$ cat config.mk
export PLATFORM = sky130hd
export DESIGN_NAME = pipeline_hazard_ctrl
export DESIGN_NICKNAME = d
export VERILOG_FILES = /design/src/rtl/pipeline_hazard_ctrl_pkg.sv /design/src/rtl/pipeline_hazard_ctrl_sat_counter.sv /design/src/rtl/pipeline_hazard_ctrl.sv
export SDC_FILE = /design/constraint.sdc
export NUM_CORES = 1
export LEC_CHECK = 0
export CORE_MARGIN = 2
export CORE_UTILIZATION = 35
export CTS_CLUSTER_SIZE = 40
export DETAILED_ROUTE_END_ITERATION = 16
export HOLD_SLACK_MARGIN = 0.12
export PLACE_DENSITY = 0.66
export SETUP_SLACK_MARGIN = 0.2
export SLEW_MARGIN = 20
export SYNTH_ARGS = -nofsm -noshare
export SYNTH_HDL_FRONTEND = slang
export SYNTH_HIERARCHICAL = 1
export SYNTH_SLANG_ARGS = --single-unit
$ cat constraint.sdc
create_clock -name Clk -period 3.1 [get_ports Clk]
set_input_delay 0.62 -clock Clk [delete_from_list [all_inputs] [get_ports Clk]]
set_output_delay 0.62 -clock Clk [all_outputs]
set_load 0.05 [all_outputs]
$ cat src/rtl/pipeline_hazard_ctrl_pkg.sv
// Shared encodings and helpers for the pipeline hazard controller.
// Forwarding-select codes, FSM state type and the R15 (PC) register number.
package cpu_pipe_pkg;

    localparam logic [1:0] FWD_RF  = 2'b00;
    localparam logic [1:0] FWD_EX  = 2'b01;
    localparam logic [1:0] FWD_MEM = 2'b10;
    localparam logic [1:0] FWD_WB  = 2'b11;

    localparam logic [3:0] REG_PC = 4'd15;

    typedef enum logic [1:0] {
        RUN        = 2'd0,
        LOAD_STALL = 2'd1,
        MEM_WAIT   = 2'd2
    } state_e;

    // R15 reads come from the PC path, so they never forward or stall.
    function automatic logic src_hit(input logic uses, input logic [3:0] src,
                                     input logic [3:0] rd);
        return uses && (src != REG_PC) && (src == rd);
    endfunction

    function automatic logic [1:0] fwd_pick(
        input logic       uses,
        input logic [3:0] src,
        input logic [3:0] ex_rd,
        input logic       ex_en,
        input logic       ex_load,
        input logic [3:0] mem_rd,
        input logic       mem_en,
        input logic [3:0] wb_rd,
        input logic       wb_en
    );
        logic [1:0] sel;
        sel = FWD_RF;
        if (src_hit(uses, src, ex_rd) && ex_en && !ex_load) begin
            sel = FWD_EX;
        end else if (src_hit(uses, src, mem_rd) && mem_en) begin
            sel = FWD_MEM;
        end else if (src_hit(uses, src, wb_rd) && wb_en) begin
            sel = FWD_WB;
        end
        return sel;
    endfunction

endpackage

$ cat src/rtl/pipeline_hazard_ctrl_sat_counter.sv
// Width-parameterised up counter that sticks at all-ones.
module sat_counter #(
    parameter int W = 16
) (
    input  logic         clk,
    input  logic         rst_n,
    input  logic         inc,
    output logic [W-1:0] count
);

    logic [W-1:0] count_q, count_d;

    always_comb begin
        count_d = count_q;
        if (inc && (count_q != '1)) begin
            count_d = count_q + W'(1);
        end
    end

    always_ff @(posedge clk or negedge rst_n) begin
        if (!rst_n) begin
            count_q <= '0;
        end else begin
            count_q <= count_d;
        end
    end

    assign count = count_q;

endmodule

$ cat src/rtl/pipeline_hazard_ctrl.sv
// Hazard controller: operand forwarding, load-use bubbles, branch flush,
// data-memory wait freeze with timeout, and stall/flush perf counters.
module pipeline_hazard_ctrl
    import cpu_pipe_pkg::*;
#(
    parameter int CNT_W       = 16,
    parameter int MEM_TIMEOUT = 15
) (
    input  logic             Clk,
    input  logic             R,
    input  logic [3:0]       ID_Rn,
    input  logic [3:0]       ID_Rm,
    input  logic [3:0]       ID_Rd,
    input  logic             ID_uses_Rn,
    input  logic             ID_uses_Rm,
    input  logic             ID_uses_Rd,
    input  logic             ID_branch_taken,
    input  logic [3:0]       EX_Rd,
    input  logic [3:0]       MEM_Rd,
    input  logic [3:0]       WB_Rd,
    input  logic             EX_RF_enable,
    input  logic             MEM_RF_enable,
    input  logic             WB_RF_enable,
    input  logic             EX_load_instr,
    input  logic             MEM_EN_MEM,
    input  logic             mem_ready,
    output logic [1:0]       fwd_Rn_sel,
    output logic [1:0]       fwd_Rm_sel,
    output logic [1:0]       fwd_Rd_sel,
    output logic             PC_LE,
    output logic             IF_ID_LE,
    output logic             IF_ID_flush,
    output logic             ID_EX_nop,
    output logic             pipe_freeze,
    output logic             mem_error,
    output logic [CNT_W-1:0] stall_count,
    output logic [CNT_W-1:0] flush_count
);

    localparam int WAIT_W = $clog2(MEM_TIMEOUT + 1);

    state_e              state_q, state_d;
    logic [WAIT_W-1:0]   wait_cnt_q, wait_cnt_d;
    logic                mem_error_q, mem_error_d;
    logic                load_use;
    logic                mem_stall;
    logic [WAIT_W-1:0]   wait_next;

    assign mem_stall = MEM_EN_MEM && !mem_ready;
    assign load_use  = EX_load_instr && EX_RF_enable &&
                       (src_hit(ID_uses_Rn, ID_Rn, EX_Rd) ||
                        src_hit(ID_uses_Rm, ID_Rm, EX_Rd) ||
                        src_hit(ID_uses_Rd, ID_Rd, EX_Rd));

    // Freeze follows the live wait condition so the entry cycle already holds
    // the pipe; the state only tracks how long the wait has lasted.
    always_comb begin
        fwd_Rn_sel  = fwd_pick(ID_uses_Rn, ID_Rn, EX_Rd, EX_RF_enable, EX_load_instr,
                               MEM_Rd, MEM_RF_enable, WB_Rd, WB_RF_enable);
        fwd_Rm_sel  = fwd_pick(ID_uses_Rm, ID_Rm, EX_Rd, EX_RF_enable, EX_load_instr,
                               MEM_Rd, MEM_RF_enable, WB_Rd, WB_RF_enable);
        fwd_Rd_sel  = fwd_pick(ID_uses_Rd, ID_Rd, EX_Rd, EX_RF_enable, EX_load_instr,
                               MEM_Rd, MEM_RF_enable, WB_Rd, WB_RF_enable);
        PC_LE       = 1'b1;
        IF_ID_LE    = 1'b1;
        IF_ID_flush = 1'b0;
        ID_EX_nop   = 1'b0;
        pipe_freeze = 1'b0;
        if (!R) begin
            fwd_Rn_sel  = FWD_RF;
            fwd_Rm_sel  = FWD_RF;
            fwd_Rd_sel  = FWD_RF;
            PC_LE       = 1'b0;
            IF_ID_LE    = 1'b0;
            IF_ID_flush = 1'b1;
            ID_EX_nop   = 1'b1;
        end else if (mem_stall) begin
            pipe_freeze = 1'b1;
            PC_LE       = 1'b0;
            IF_ID_LE    = 1'b0;
        end else if (load_use) begin
            PC_LE       = 1'b0;
            IF_ID_LE    = 1'b0;
            ID_EX_nop   = 1'b1;
        end else if (ID_branch_taken) begin
            IF_ID_flush = 1'b1;
        end
    end

    always_comb begin
        state_d     = RUN;
        wait_cnt_d  = '0;
        mem_error_d = mem_error_q;
        wait_next   = ((state_q == MEM_WAIT) ? wait_cnt_q : '0) + WAIT_W'(1);
        if (mem_stall) begin
            if (int'(wait_next) >= MEM_TIMEOUT) begin
                mem_error_d = 1'b1;
            end else begin
                state_d    = MEM_WAIT;
                wait_cnt_d = wait_next;
            end
        end else if (load_use) begin
            state_d = LOAD_STALL;
        end
    end

    always_ff @(posedge Clk or negedge R) begin
        if (!R) begin
            state_q     <= RUN;
            wait_cnt_q  <= '0;
            mem_error_q <= 1'b0;
        end else begin
            state_q     <= state_d;
            wait_cnt_q  <= wait_cnt_d;
            mem_error_q <= mem_error_d;
        end
    end

    assign mem_error = mem_error_q;

    sat_counter #(.W(CNT_W)) u_stall_cnt (
        .clk   (Clk),
        .rst_n (R),
        .inc   (!PC_LE),
        .count (stall_count)
    );

    sat_counter #(.W(CNT_W)) u_flush_cnt (
        .clk   (Clk),
        .rst_n (R),
        .inc   (IF_ID_flush),
        .count (flush_count)
    );

endmodule

* Word level (Yosys, flattened, before mapping) *
Cells that the tools add are included.

word-level totals
  input port bits = 36
  register bits after elaboration = 39

cells by class
  eq/ne operators = 15
  reductions and logical operators = 35
  order comparisons = 1
  multiplexer cells = 30
  $add $sub $neg = 3

operators by type and width
  operator                                                          number
  4-bit == test                                                     9
  16-bit by 1-bit adder with 16-bit output (second input constant)  2
  16-bit inequality test (second input constant)                    2
  1-bit logical AND                                                 29
  2-bit 2-to-1 mux                                                  14
  1-bit 2-to-1 mux                                                  13
  4-bit 2-to-1 mux                                                  3
  4-bit inequality test (second input constant)                     3
  4-bit by 1-bit adder with 4-bit output (second input constant)    1
  4-bit greater-or-equal comparator (second input constant)         1
  1-bit zero test                                                   3
  2-bit == test (second input constant)                             1
  1-bit logical OR                                                  2
  2-bit AND reduction                                               1

* Longest topological paths before layout *
Gate-level depths: netlist of run 1.

  word-level depth = 11
  gate-level depth with buffers = 9
  depth with buffers taken out = 9

* Hierarchy *
Netlist of run 1, hierarchy kept.

modules (own cells, without submodules)
  module                instances  seq. area each (µm²)  cells an instance  area each (µm²)
  sat_counter           2          400.4                 72                 859.6
  pipeline_hazard_ctrl  1          175.2                 109                920.9

* Worst setup path after synthesis of run 1 *
Ideal clock, no wire load.

  kind = input to register
  from = input ID_Rn[1]
  to = register u_flush_cnt.count_q[14] (netlist: u_flush_cnt/count[14])
  setup slack = 342 ps
  required time = 2957 ps
  stages on the path = 9
  arrival time = 2614 ps
  cell sequence = nand4_1 -> nand4_1 -> nor3_2 -> o311ai_4 -> a31o_1 -> nand2_1 -> nor4_4 -> nand4_1 -> xnor2_1

on the way
  cells in the longest elaborated chain, start to end = 10
  elaborated cells between the ends (all ways) = 11
  those cells by class = 2 x eq/ne; 3 x mux; 6 x reduce/logical

RTL lines
  item                    line                                    RTL
  start: declaration      pipeline_hazard_ctrl.sv:11              input logic [3:0] ID_Rn,
  4-bit inequality test   pipeline_hazard_ctrl_pkg.sv:21          return uses && (src != REG_PC) && (src == rd);
  1-bit logical AND       pipeline_hazard_ctrl_pkg.sv:21
  1-bit logical AND *     pipeline_hazard_ctrl_pkg.sv:21
  1-bit logical OR *      pipeline_hazard_ctrl.sv:51              (src_hit(ID_uses_Rn, ID_Rn, EX_Rd) ||
  1-bit logical OR *      pipeline_hazard_ctrl.sv:52              src_hit(ID_uses_Rm, ID_Rm, EX_Rd) ||
  1-bit logical AND *     pipeline_hazard_ctrl.sv:50              assign load_use = EX_load_instr && EX_RF_enable &&
  1-bit 2-to-1 mux *      pipeline_hazard_ctrl.sv:81              end else if (load_use) begin
  1-bit 2-to-1 mux *      pipeline_hazard_ctrl.sv:77              end else if (mem_stall) begin
  1-bit 2-to-1 mux *      pipeline_hazard_ctrl.sv:69              if (!R) begin
  via IF_ID_flush         pipeline_hazard_ctrl.sv:32              output logic IF_ID_flush,
  1-bit logical AND *     pipeline_hazard_ctrl_sat_counter.sv:15  if (inc && (count_q != '1)) begin
  end signal: assignment  pipeline_hazard_ctrl_sat_counter.sv:24  count_q <= count_d;
  end: declaration        pipeline_hazard_ctrl_sat_counter.sv:11  logic [W-1:0] count_q, count_d;

The timed path passes the listed nets; every way through them passes the cells marked *.
A chain may end at the register's enable or synchronous reset.

* Worst setup path after layout of run 1 *
  from = input ID_uses_Rn
  to = output IF_ID_flush

on the way
  cells in the longest elaborated chain, start to end = 8

RTL lines
  item                            line                            RTL
  start: declaration              pipeline_hazard_ctrl.sv:14      input logic ID_uses_Rn,
  1-bit logical AND (2 in a row)  pipeline_hazard_ctrl_pkg.sv:21
  1-bit logical OR                pipeline_hazard_ctrl.sv:51
  1-bit logical OR                pipeline_hazard_ctrl.sv:52
  1-bit logical AND               pipeline_hazard_ctrl.sv:50
  1-bit 2-to-1 mux                pipeline_hazard_ctrl.sv:81
  1-bit 2-to-1 mux                pipeline_hazard_ctrl.sv:77
  1-bit 2-to-1 mux                pipeline_hazard_ctrl.sv:69
  end: declaration                pipeline_hazard_ctrl.sv:32

Every way passes these cells.

==> results of run 1 <==
-- per-stage QoR --
stage,cell area (um^2),cells
final,4040,460
after global placement,3800,450
after floorplan,2640,253
after CTS,4000,460
after global routing,4040,460
after detailed placement,3800,450
-- registers in the layout, indices dropped and copies added (netlist names) --
name	count
u_flush_cnt/count	16
wait_cnt_q	4
u_stall_cnt/count	16
mem_error	1
state_q	2
-- logic make-up after synthesis --
family,share of synthesized area (%)
mux,0.853
compound gates,12.1
fa+ha+maj,1.90
flops,37.0
xor+xnor,17.3
simple gates,30.2
buf+inv,0.711
-- area by class of cell --
| class | count | area share, % |
|---|---|---|
| clock buffer | 6 | 2.05 |
| clock inverter | 2 | 0.868 |
| inverter | 3 | 0.279 |
| multi-input combinational | 210 | 43.6 |
| sequential | 39 | 24.2 |
| tap | 99 | 3.07 |
| timing repair buffer | 101 | 26.0 |
-- critical path, stage by stage --
cell,delay [ns]
clkdlybuf4s50_1,0.51
nand4_1,0.18
nor3_4,0.29
o311ai_4,0.14
a31o_4,0.28
buf_12,0.15
-- worst max-delay path by stage --
stage / endpoint / slack [ns] / cells past startpoint
final: IF_ID_flush / 0.31 / 6
after global routing: fwd_Rn_sel[0] / 0.22 / 8
after CTS: fwd_Rd_sel[1] / 0.21 / 7
after detailed placement: u_flush_cnt/count[15]$_DFFE_PN0P_ / -0.09 / 10
after global placement: u_flush_cnt/count[7]$_DFFE_PN0P_ / 0.02 / 10
after floorplan: u_flush_cnt/count[14]$_DFFE_PN0P_ / 0.34 / 9
-- cells in the final DEF (no fill, tap or decap), types with 6 or more instances in the layout --
cell and n:
xor2_1 26, o21a_1 10, buf_4 22, clkdlybuf4s50_1 48, nor2_1 8, a21oi_1 7
dfrtp_1 39, nand4_1 28, a31oi_1 6, clkbuf_8 6, nand2_1 12, buf_12 11
nand3_1 12, dlygate4sd2_1 16, xnor2_1 23
-- repair_timing --
action,4_1_cts,5_1_grt
endpoints found under the setup margin,10,5
resized for setup,31,11
pin swaps,9,3
setup buffers,2,0
cloned,0,0
-- power groups by stage --
stage | clock network (mW) | registers [mW] | logic [mW]
after floorplan | 0 | 1.05 | 0.266
after global placement | 0 | 0.767 | 0.943
after detailed placement | 0 | 0.774 | 0.954
after CTS | 0.452 | 0.765 | 0.966
after global routing | 0.474 | 0.790 | 1.02
final | 0.440 | 0.765 | 0.970
-- routing by layer --
| metal | share of wire (%) | vias to the layer above | track usage (%) |
|---|---|---|---|
| met3 | 3.4 | 6 | 3.17 |
| met2 | 52 | 68 | 32.2 |
| met1 | 43 | 1196 | 23.4 |
| li1 | - | 1174 | - |
| met4 | 1.0 | 0 | 5.43 |
| met5 | 0 | - | 0 |
==> results.sh, run 1 <==
export IMPL_power_total_mw=2.17
export IMPL_synth_cells=253
export IMPL_status="completed"
export IMPL_design_core_area_um2=7290
export IMPL_wl_per_cell_um=16.2
export IMPL_hold_violations=0
export IMPL_globalplace_congestion=0.882
export IMPL_startpoint_type="input port"
export IMPL_seqPwrFrac_pct=35.2
export IMPL_fin_crit_ns=2.79
export IMPL_num_vias=2444
export IMPL_cts_root_buffer="clkbuf_8"
export IMPL_reg2reg_slack_ns=1.32
export IMPL_multi_input_area_um2=1760
export IMPL_maxCapViolCount=0
export IMPL_die_x_um=90.9
export IMPL_antenna_found_initial=0
export IMPL_grt_pass1_wl_mm=12.4
export IMPL_num_antenna_cells=0
export IMPL_cts_sinks=39
export IMPL_drtAntennaViolNets=0
export IMPL_async_flop_share_pct=100
export IMPL_combPwrFrac_pct=44.6
export IMPL_critPathMaxFanout=5
export IMPL_synth_edf_count=0
export IMPL_synth_most_common_cell="dfrtp_1"
export IMPL_synth_area_leaders="dfrtp_1, xor2_1, xnor2_1"
export IMPL_io_buffers=79
export IMPL_whs_ns=0.271
export IMPL_ir_drop_mv=0.641
export IMPL_crit_type="in -> out"
export IMPL_tritoncts="yes"
export IMPL_cts_max_level=2
export IMPL_utilization_pct=55.4
export IMPL_worstRegToRegCells=7
export IMPL_power_frac_clock_pct=20.2
export IMPL_synth_area_per_cell_um2=10.4
export IMPL_die_h_um=90.9
export IMPL_power_switching_uw=948
export IMPL_grt_ovfl_total=0
export IMPL_swShare_pct=43.6
export IMPL_dieArea_um2=8250
export IMPL_dpl_worst_slack_ns=-0.0943
export IMPL_tightest_slew_ns=0.519
export IMPL_fill_cells=691
export IMPL_final_layout_size_suffix_gt1_share_pct=22.7
export IMPL_areaGrowthSynthToFinish_pct=52.9
export IMPL_ys_ff_latch=39
export IMPL_dpl_hpwl_mm=5.68
export IMPL_detail_route_iter0_violations=82
export IMPL_report_final_slew_viol_count=0
export IMPL_finClkSkew_ns=0.00883
export IMPL_setup_violations_final=0
export IMPL_drc=0
export IMPL_ys_flop_type="dfrtp_1"
export IMPL_grt_use_total_pct=18.4
export IMPL_seq_area_frac_synth_pct=37.0
export IMPL_start_util_pct=36.2
export IMPL_ios=80
export IMPL_p_int_mw=1.23
export IMPL_yosysWarnings=6
export IMPL_synth_common_cells="dfrtp_1, xor2_1, nand4_1, xnor2_1"
export IMPL_clock_path_buffers=2
export IMPL_finalNetCount=400
export IMPL_r2r_start="state_q[1]$_DFF_PN0_"
export IMPL_synth_cell_type_count=39
export IMPL_cts_hold_buf=0
export IMPL_netlist_area_um2=2640
export IMPL_power_leakage_nw=1.65
export IMPL_fin_ws_ns=0.311
export IMPL_slew_headroom_pct=65.3
export IMPL_wl_mm=7.46
export IMPL_via_per_inst=5.31
export IMPL_arrival_ns=2.17
export IMPL_grt_pass1_vias=2568
export IMPL_p_per_area_nw_per_um2=539
export IMPL_hold_path_class="in -> async"
export IMPL_rows=31
export IMPL_grt_max_degree=27
export IMPL_dr_pass1_iters=4
export IMPL_synth_fp_nets=293
export IMPL_timing_final_crit_share_pct=90.0
export IMPL_path_clk_slew_ns=0.08
export IMPL_crit_path_end_kind="output pin"
export IMPL_seq_area_um2=976
export IMPL_setup_worst_path_start="ID_uses_Rn"
export IMPL_clk_latency_ns=0.29
export IMPL_max_freq_ghz=0.359
export IMPL_netlist_area_leader_share_pct=37.0
export IMPL_rsz0062_at_grt="false"
export IMPL_fin_setup_tns_ns=0
export IMPL_yosysTopAreaCell="dfrtp_1"
export IMPL_cts_buffers=5
export IMPL_timing_rr_end="wait_cnt_q[3]$_DFF_PN0_"
export IMPL_worst_endpoint_required_ns=2.48
Note: power is estimated with default switching activity, not from simulation.
==> inputs of run 2 (changes only) <==
HOLD_SLACK_MARGIN = not set   (was 0.12)
==> results of run 2 <==
No change in the layout: final DEF, timing and power equal those of run 1.
